File: config.mk
export PLATFORM = sky130hd
export DESIGN_NAME = banco_registradores
export DESIGN_NICKNAME = d
export VERILOG_FILES = /design/src/rtl/banco_registradores.sv
export SDC_FILE = /design/constraint.sdc
export NUM_CORES = 1
export LEC_CHECK = 0
export ABC_AREA = 1
export CORE_MARGIN = 1.5
export CORE_UTILIZATION = 54
export DETAILED_ROUTE_END_ITERATION = 6
export MAX_ROUTING_LAYER = met4
export PLACE_DENSITY = 0.81
export SYNTH_ARGS = -nofsm -noshare
export SYNTH_HDL_FRONTEND = slang
export SYNTH_SLANG_ARGS = --single-unit
export TNS_END_PERCENT = 30
File: constraint.sdc
create_clock -name clock -period 1.8 [get_ports clock]
set_input_delay 0.36 -clock clock [delete_from_list [all_inputs] [get_ports clock]]
set_output_delay 0.36 -clock clock [all_outputs]
set_load 0.005 [all_outputs]
File: src/rtl/banco_registradores.sv
// Register bank with two combinational read ports, one write port and per-register pending bits.
// Reads zero-cycle; write/reserve act at the rising edge; no backpressure (always accepts).
module banco_registradores #(
    parameter int LARGURA  = 8,
    parameter int NUM_REGS = 4,
    parameter int ADDRW    = $clog2(NUM_REGS),
    parameter int ZERO_R0  = 0,
    parameter int BYPASS   = 1
) (
    input  logic               clock,
    input  logic               reset,
    input  logic [ADDRW-1:0]   RegLido1,
    input  logic [ADDRW-1:0]   RegLido2,
    input  logic [ADDRW-1:0]   RegEsc,
    input  logic               EscReg,
    input  logic [LARGURA-1:0] DadoEscr,
    input  logic               Reserva,
    input  logic [ADDRW-1:0]   RegReserva,
    output logic [LARGURA-1:0] Dado1,
    output logic [LARGURA-1:0] Dado2,
    output logic               Pendente1,
    output logic               Pendente2,
    output logic [ADDRW:0]     TotalPendentes
);

    localparam int CW = ADDRW + 1;
    localparam logic [ADDRW:0] LIMITE = CW'(NUM_REGS);

    logic [LARGURA-1:0]  regs [NUM_REGS];
    logic [NUM_REGS-1:0] pend;
    logic [NUM_REGS-1:0] pend_next;
    logic [ADDRW:0]      total_next;
    logic                esc_ok;
    logic                res_ok;

    // A write or reserve is legal only inside the bank and never on a hardwired r0.
    assign esc_ok = EscReg && ({1'b0, RegEsc} < LIMITE)
                    && !((ZERO_R0 != 0) && (RegEsc == '0));
    assign res_ok = Reserva && ({1'b0, RegReserva} < LIMITE)
                    && !((ZERO_R0 != 0) && (RegReserva == '0));

    // Reserve is applied after the write so a newer producer keeps the register pending.
    always_comb begin
        pend_next = pend;
        if (esc_ok) pend_next[RegEsc] = 1'b0;
        if (res_ok) pend_next[RegReserva] = 1'b1;
    end

    always_comb begin
        total_next = '0;
        for (int i = 0; i < NUM_REGS; i++) begin
            total_next = total_next + CW'(pend_next[i]);
        end
    end

    always_ff @(posedge clock or posedge reset) begin
        if (reset) begin
            for (int i = 0; i < NUM_REGS; i++) begin
                regs[i] <= '0;
            end
            pend           <= '0;
            TotalPendentes <= '0;
        end else begin
            if (esc_ok) regs[RegEsc] <= DadoEscr;
            pend           <= pend_next;
            TotalPendentes <= total_next;
        end
    end

    logic [ADDRW-1:0]   rd_addr [2];
    logic [LARGURA-1:0] rd_dat  [2];
    logic               rd_pend [2];

    assign rd_addr[0] = RegLido1;
    assign rd_addr[1] = RegLido2;

    for (genvar p = 0; p < 2; p++) begin : g_leitura
        logic em_faixa;
        logic zero_hit;
        logic fwd;

        assign em_faixa = ({1'b0, rd_addr[p]} < LIMITE);
        assign zero_hit = (ZERO_R0 != 0) && (rd_addr[p] == '0);
        assign fwd      = (BYPASS != 0) && esc_ok && (RegEsc == rd_addr[p]);

        // Forwarded data is the value the register is about to take, so it is never pending.
        always_comb begin
            rd_dat[p]  = '0;
            rd_pend[p] = 1'b0;
            if (fwd) begin
                rd_dat[p] = DadoEscr;
            end else if (em_faixa && !zero_hit) begin
                rd_dat[p]  = regs[rd_addr[p]];
                rd_pend[p] = pend[rd_addr[p]];
            end
        end
    end

    assign Dado1     = rd_dat[0];
    assign Dado2     = rd_dat[1];
    assign Pendente1 = rd_pend[0];
    assign Pendente2 = rd_pend[1];

endmodule
## After elaboration in Yosys (flattened, before gate mapping)

Cells that the tools add are included.

| word-level totals | value |
|---|---|
| output and inout port bits | 21 |
| input port bits | 20 |
| bits in registers | 39 |
| logic and storage cells | 55 |

| cells by class | value |
|---|---|
| $lt $le $gt $ge | 10 |
| bitwise gates (word level) | 6 |
| add/subtract/negate cells | 3 |
| reductions and logical operators | 5 |
| equality and inequality tests | 2 |
| mux-type cells | 23 |

Operators by type and width:

| cell | count |
|---|---|
| 2-to-1 mux 8 bit | 7 |
| binary-select mux 8 bit (select 2 bit) | 2 |
| bitwise mux 32 bit | 1 |
| demux 8 bit (select 2 bit) | 1 |
| < comparator 2 x 3 -> 1 bit, second input constant | 4 |
| >= comparator 3 bit, second input constant | 3 |
| NOT 2 -> 3 bit | 3 |
| 2-to-1 mux 4 bit | 2 |
| 2-to-1 mux 1 bit | 6 |
| logical AND 1 bit | 5 |
| bitwise AND 4 bit | 1 |
| binary-select mux 1 bit (select 2 bit) | 2 |
| demux 1 bit (select 2 bit) | 2 |
| equality test 2 bit | 2 |
| >= comparator 2 x 1 -> 1 bit, second input constant | 2 |
| NOT 4 bit | 1 |
| OR 4 bit | 1 |
| adder 2 x 1 -> 3 bit | 1 |
| adder 3 x 1 -> 3 bit | 1 |
| < comparator 3 x 1 -> 1 bit, second input constant | 1 |
| adder 1 x 1 -> 2 bit | 1 |

## Depth between registers and ports, before layout

| logic depth | value |
|---|---|
| word-level depth | 12 |
| mapped depth | 9 |
| mapped depth without buffers | 8 |

## Worst setup path before layout

No wires, ideal clock.

| timing path | value |
|---|---|
| path kind | in2reg |
| from | input EscReg |
| to | register TotalPendentes[1] |
| path slack | -0.193 ns |
| arrival | 1.867 ns |
| stages on the path | 9 |
| library setup time | 0.126 ns |
| data required time | 1.674 ns |
| path buffers | 1 |
| cell sequence | nand2_2 inv_2 nand2_2 buf_4 nand2_1 o21ai_1 fa_1 ha_1 ha_1 |

| on the way | value |
|---|---|
| elaborated cells on any way between the ends | 6 |
| classes of those cells | 3 x add/sub; 2 x mux; 1 x bitwise |

RTL lines:

| element | line | RTL |
|---|---|---|
| start, declared | 15 | `input logic EscReg,` |
| 2-to-1 mux 4 bit * | 45 | `if (esc_ok) pend_next[RegEsc] = 1'b0;` |
| OR 4 bit (no line) | n/a |  |
| 2-to-1 mux 4 bit * | 46 | `if (res_ok) pend_next[RegReserva] = 1'b1;` |
| via pend_next[3] | 31 | `logic [NUM_REGS-1:0] pend_next;` |
| adder 3 x 1 -> 3 bit * | 52 | `total_next = total_next + CW'(pend_next[i]);` |
| via total_next[1] | 32 | `logic [ADDRW:0] total_next;` |
| end signal, assigned | 66 | `TotalPendentes <= total_next;` |
| end, declared | 23 | `output logic [ADDRW:0] TotalPendentes` |

Mark *: on every way through the listed nets, which the timed path passes. The rest lies on a longest branch.
A chain may end at the register's enable or synchronous reset.

## Worst setup path after layout

| timing path | value |
|---|---|
| from | register regs[6] in the netlist's numbering |
| to | output Dado2[6] |

| on the way | value |
|---|---|
| cells in the longest elaborated chain, start to end | 4 |

RTL lines:

| element | line | RTL |
|---|---|---|
| start, declared | 29 | `logic [LARGURA-1:0] regs [NUM_REGS];` |
| start signal, assigned by index | 64 | `if (esc_ok) regs[RegEsc] <= DadoEscr;` |
| binary-select mux 8 bit (select 2 bit) | 93 | `rd_dat[p] = regs[rd_addr[p]];` |
| 2-to-1 mux 8 bit (not written as such) (2 in a row) | 93 |  |
| 2-to-1 mux 8 bit | 90 | `if (fwd) begin` |
| end, declared | 20 | `output logic [LARGURA-1:0] Dado2,` |

No other way between the ends. The select of a mux whose other input is x is not followed.

==> qor.log <==
qor: status.status finished with violations
qor: status.violations_in_the_final_reports setup timing
qor: clock_network.cts_sinks 39
qor: placement.dp_cells 495
qor: synthesis.netlist_area 2510 um^2
qor: timing.postLayoutSetupSlackWorst -0.0521 ns
qor: placement.gp_routability_congestion 0.910
qor: floorplan.die_h 71.2 um
qor: power.power.ir.vdd_worst 0.549 mV
qor: synthesis.synth_area_per_cell 6.65 um^2
qor: timing.fin_worst_skew 0.00108 ns
qor: final_layout.fin_cells 526
qor: route.drt-wirelength-per-cell 20.6 um
qor: clock_network.inserted_clock_buffers 5
qor: floorplan.ios 41
qor: critical_path.worst-path-max-fanout 2
qor: power.comb_power_share 40.7%
qor: critical_path.startpoint_type flip-flop
qor: final_layout.regArea 976 um^2
qor: timing.maxSlewHeadroom 67.3%
qor: route.total_number_of_vias 3348
qor: floorplan.floorplan.die_area 5070 um^2
qor: synthesis.ys_types 21
qor: timing.drv_slew 0
qor: floorplan.row_count 24
qor: power.total_leakage_power 2.02 nW
qor: route.vias_per_cell 6.37
qor: critical_path.worst_path_most_repeated_cell sky130_fd_sc_hd__nand2_1
qor: critical_path.worst_setup_path_end_kind output port
qor: final_layout.syn2layout_area_growth 49.5%
qor: global_routing.global_route.overflow_total 0
qor: global_routing.met2_usage 63.1%
qor: clock_network.worst_setup_hold_path_clk_slew 0.08 ns
qor: final_layout.multiInputGateArea 1570 um^2
qor: timing.worst_slew_pin_slew 0.490 ns
qor: timing.final.period_utilization 103%
qor: timing.fin_hold_ws 0.402 ns
qor: critical_path.critical_path.max_stage_delay 0.40 ns
qor: route.drcViolationCount 0
qor: timing.finalWorstPathRequiredPeriod 1.85 ns
qor: critical_path.critPathArrivalTime 1.49 ns
qor: synthesis.synth_seq_area_share 38.8%
qor: global_routing.grtUsageTotal 40.1%
qor: global_routing.antenna_found_initial 0
qor: route.drt_iter0_drc 816
qor: final_layout.filler_cell_count 218
qor: floorplan.start_util 56.9%
qor: power.internal_power 0.00180 W
qor: timing.final-setup-viol-count 6
qor: global_routing.grt_max_degree 40
qor: clock_network.tritoncts built
qor: final_layout.post_route_cells_drive_above_1_share 30.0%
qor: floorplan.die_w 71.2 um
qor: final_layout.finish.net_count 496
qor: route.drt-total-wl 10900 um
qor: synthesis.synthesis.nets 401
qor: global_routing.globalRouteMet1Util 46.8%
qor: timing.final-hold-violation-count 0
qor: global_routing.grt_pass1_wl 15300 um
qor: clock_network.clock-root-buffer sky130_fd_sc_hd__clkbuf_8
qor: synthesis.yosys_warnings 0
qor: critical_path.critical-path-slowest-cell sky130_fd_sc_hd__dfrtp_1
qor: synthesis.netlist.area_leader.share 38.8%
qor: clock_network.cts-root-to-sink-buffers 2
qor: critical_path.worst_case_reg_to_reg_path_depth 5
qor: placement.port_buffer_cells 40
qor: critical_path.critical_path_class reg2out
qor: power.clkPwrFrac 20.5%
qor: critical_path.r2r_slack 0.13 ns
qor: power.total_power 0.00290 W
qor: critical_path.setup.worst_path.start regs[6]
qor: power.seq_power_share 38.8%
qor: synthesis.yosys.area.top_type sky130_fd_sc_hd__dfrtp_1
qor: clock_network.worst_skew_pair.late_latency 0.29 ns
qor: job.max-cap-violations 0
qor: clock_network.h-tree-depth 2
qor: route.final_antenna_net_count 0
qor: floorplan.core 4410 um^2
qor: critical_path.source_of_the_worst_register_to_register_timing_path pend[0]
qor: hold_path.hold_class in2reg
qor: global_routing.busiest_layer met2
qor: critical_path.worst_flop_to_flop_path_endpoint TotalPendentes[1]
qor: power.power_density_relative_to_cell_area 772 nW/um^2
qor: placement.place_area 3240 um^2
qor: synthesis.yosys-top-cells-area sky130_fd_sc_hd__dfrtp_1, sky130_fd_sc_hd__nand2_1, sky130_fd_sc_hd__nand3_1, sky130_fd_sc_hd__inv_1, sky130_fd_sc_hd__o21ai_0
qor: placement.hpwl_reported_at_the_end_of_detailed_placement 5610 um
qor: synthesis.postSynthCellCount 378
qor: final_layout.fin_area 3760 um^2
qor: power.total_switching_power 0.00110 W
qor: critical_path.worst-endpoint-required 1.44 ns
qor: route.first_pass_iters 7
qor: power.switching_share 37.9%
qor: final_layout.num_antenna_cells 0
qor: critical_path.crit_path_cell_trace inv_1 -> nand2_1 -> nand3_1 -> nand2_1 -> nand2_1 -> nand2_1 -> dlygate4sd2_1
qor: global_routing.grt_use_met3 7.31%
qor: global_routing.first_global_vias 3109
qor: critical_path.crit_end Dado2[6]
qor: timing.unrepaired_setup_endpoints_after_global_routing yes
qor: synthesis.synth_seq_cells 39
qor: timing.achievable-frequency 540 MHz
==> layout make-up <==
| type | instances | area share [%] |
|---|---|---|
| well taps | 52 | 1.73 |
| inverters | 50 | 5.59 |
| repair buffers | 97 | 22.6 |
| flip-flops and latches | 39 | 26.0 |
| clock inverters | 2 | 0.333 |
| multi-input cells | 280 | 41.8 |
| clock buffers | 6 | 1.93 |
==> worst min-delay path by stage <==
stage / start / endpoint / slack [ns] / depth (start not counted)
floorplan: regs[17] / regs[17] / 0.45 / 2
global placement: regs[1] / regs[1] / 0.47 / 2
detailed placement: regs[1] / regs[1] / 0.47 / 2
CTS: RegEsc[0] / pend[3] / 0.47 / 4
global route: RegReserva[1] / pend[3] / 0.42 / 3
finish: RegReserva[1] / pend[3] / 0.40 / 3
==> power by group through the flow <==
stage / sequential [W] / combinational [W] / clock, W
detailed placement: 0.00113 / 0.000952 / 0
global placement: 0.00112 / 0.000920 / 0
finish: 0.00112 / 0.00118 / 0.000595
global route: 0.00113 / 0.00126 / 0.000624
CTS: 0.00111 / 0.00102 / 0.000588
floorplan: 0.00111 / 0.000505 / 0
==> sequential cells by signal, summed over array words and instances (netlist names) <==
name and cells:
regs 32, pend 4, TotalPendentes 3
==> through the flow <==
step / setup slack [ns] / util, % / setup TNS, ns
CTS: -0.0368 / 82.5 / -0.0368
floorplan: 0.0167 / - / 0
finish: -0.0521 / 85.1 / -0.182
global placement: -0.635 / 73.5 / -12.71
detailed placement: -0.676 / 73.5 / -13.71
global route: -0.0771 / 85.1 / -0.304
==> synth_stat cells <==
master                       n
sky130_fd_sc_hd__a21oi_1     1
sky130_fd_sc_hd__buf_2       8
sky130_fd_sc_hd__buf_4       2
sky130_fd_sc_hd__clkbuf_1    3
sky130_fd_sc_hd__clkinv_1    3
sky130_fd_sc_hd__dfrtp_1    39
sky130_fd_sc_hd__fa_1        1
sky130_fd_sc_hd__ha_1        2
sky130_fd_sc_hd__inv_1      45
sky130_fd_sc_hd__inv_2       2
sky130_fd_sc_hd__nand2_1   169
sky130_fd_sc_hd__nand2_2     7
sky130_fd_sc_hd__nand3_1    45
sky130_fd_sc_hd__nand3_2     3
sky130_fd_sc_hd__nand3_4     1
sky130_fd_sc_hd__nand4_1     8
sky130_fd_sc_hd__nor2_4      1
sky130_fd_sc_hd__nor2b_1     1
sky130_fd_sc_hd__o21ai_0    27
sky130_fd_sc_hd__o21ai_1     2
sky130_fd_sc_hd__o21ai_2     8
==> routing by layer <==
| metal | wire [um] | share of wire, % | vias to the layer above |
|---|---|---|---|
| met2 | 4730 | 44 | 381 |
| li1 | - | - | 1382 |
| met4 | 1110 | 10 | 0 |
| met5 | 0 | 0 | - |
| met1 | 3610 | 33 | 1439 |
| met3 | 1400 | 13 | 146 |
==> worst max-delay path: cells and delay by family, from the launching register on <==
| family | cells | cell delay, ns |
|---|---|---|
| AND/OR/NAND/NOR | 5 | 0.43 |
| buffers and inverters | 2 | 0.38 |
| flip-flops | 1 | 0.40 |
==> cells by family (layout without fill, tap and decap cells) <==
group                    Yosys count  after routing  synth area share, %
buffers and inverters             63            155                 10.1
AO/OA/AOI/OAI                     38             38                 8.76
adder cells (fa/ha/maj)            3              3                 1.79
AND/OR/NAND/NOR                  235            239                 40.5
flip-flops                        39             39                 38.8
==> cells in the final DEF (no fill, tap or decap), drive strengths merged <==
cell type | synthesis | routed
clkdlybuf4s15 | 0 | 5
o21ai | 37 | 37
nor2b | 1 | 1
buf | 10 | 67
nand4 | 8 | 8
nor2 | 1 | 1
dlymetal6s2s | 0 | 3
dlygate4sd2 | 0 | 8
clkinv | 3 | 2
dfrtp | 39 | 39
nand3 | 49 | 50
clkbuf | 3 | 9
a21oi | 1 | 1
clkdlybuf4s50 | 0 | 11
nand2 | 176 | 179
inv | 47 | 48
ha | 2 | 2
clkinvlp | 0 | 2
fa | 1 | 1
==> what timing repair did <==
action	in CTS	in global routing
pin swaps	22	14
cloned	4	0
gates resized for setup	105	42
setup endpoints to repair	21	21
setup buffers	15	4
hold buffers	0	0
No activity file was read; power rests on OpenSTA's default activity.
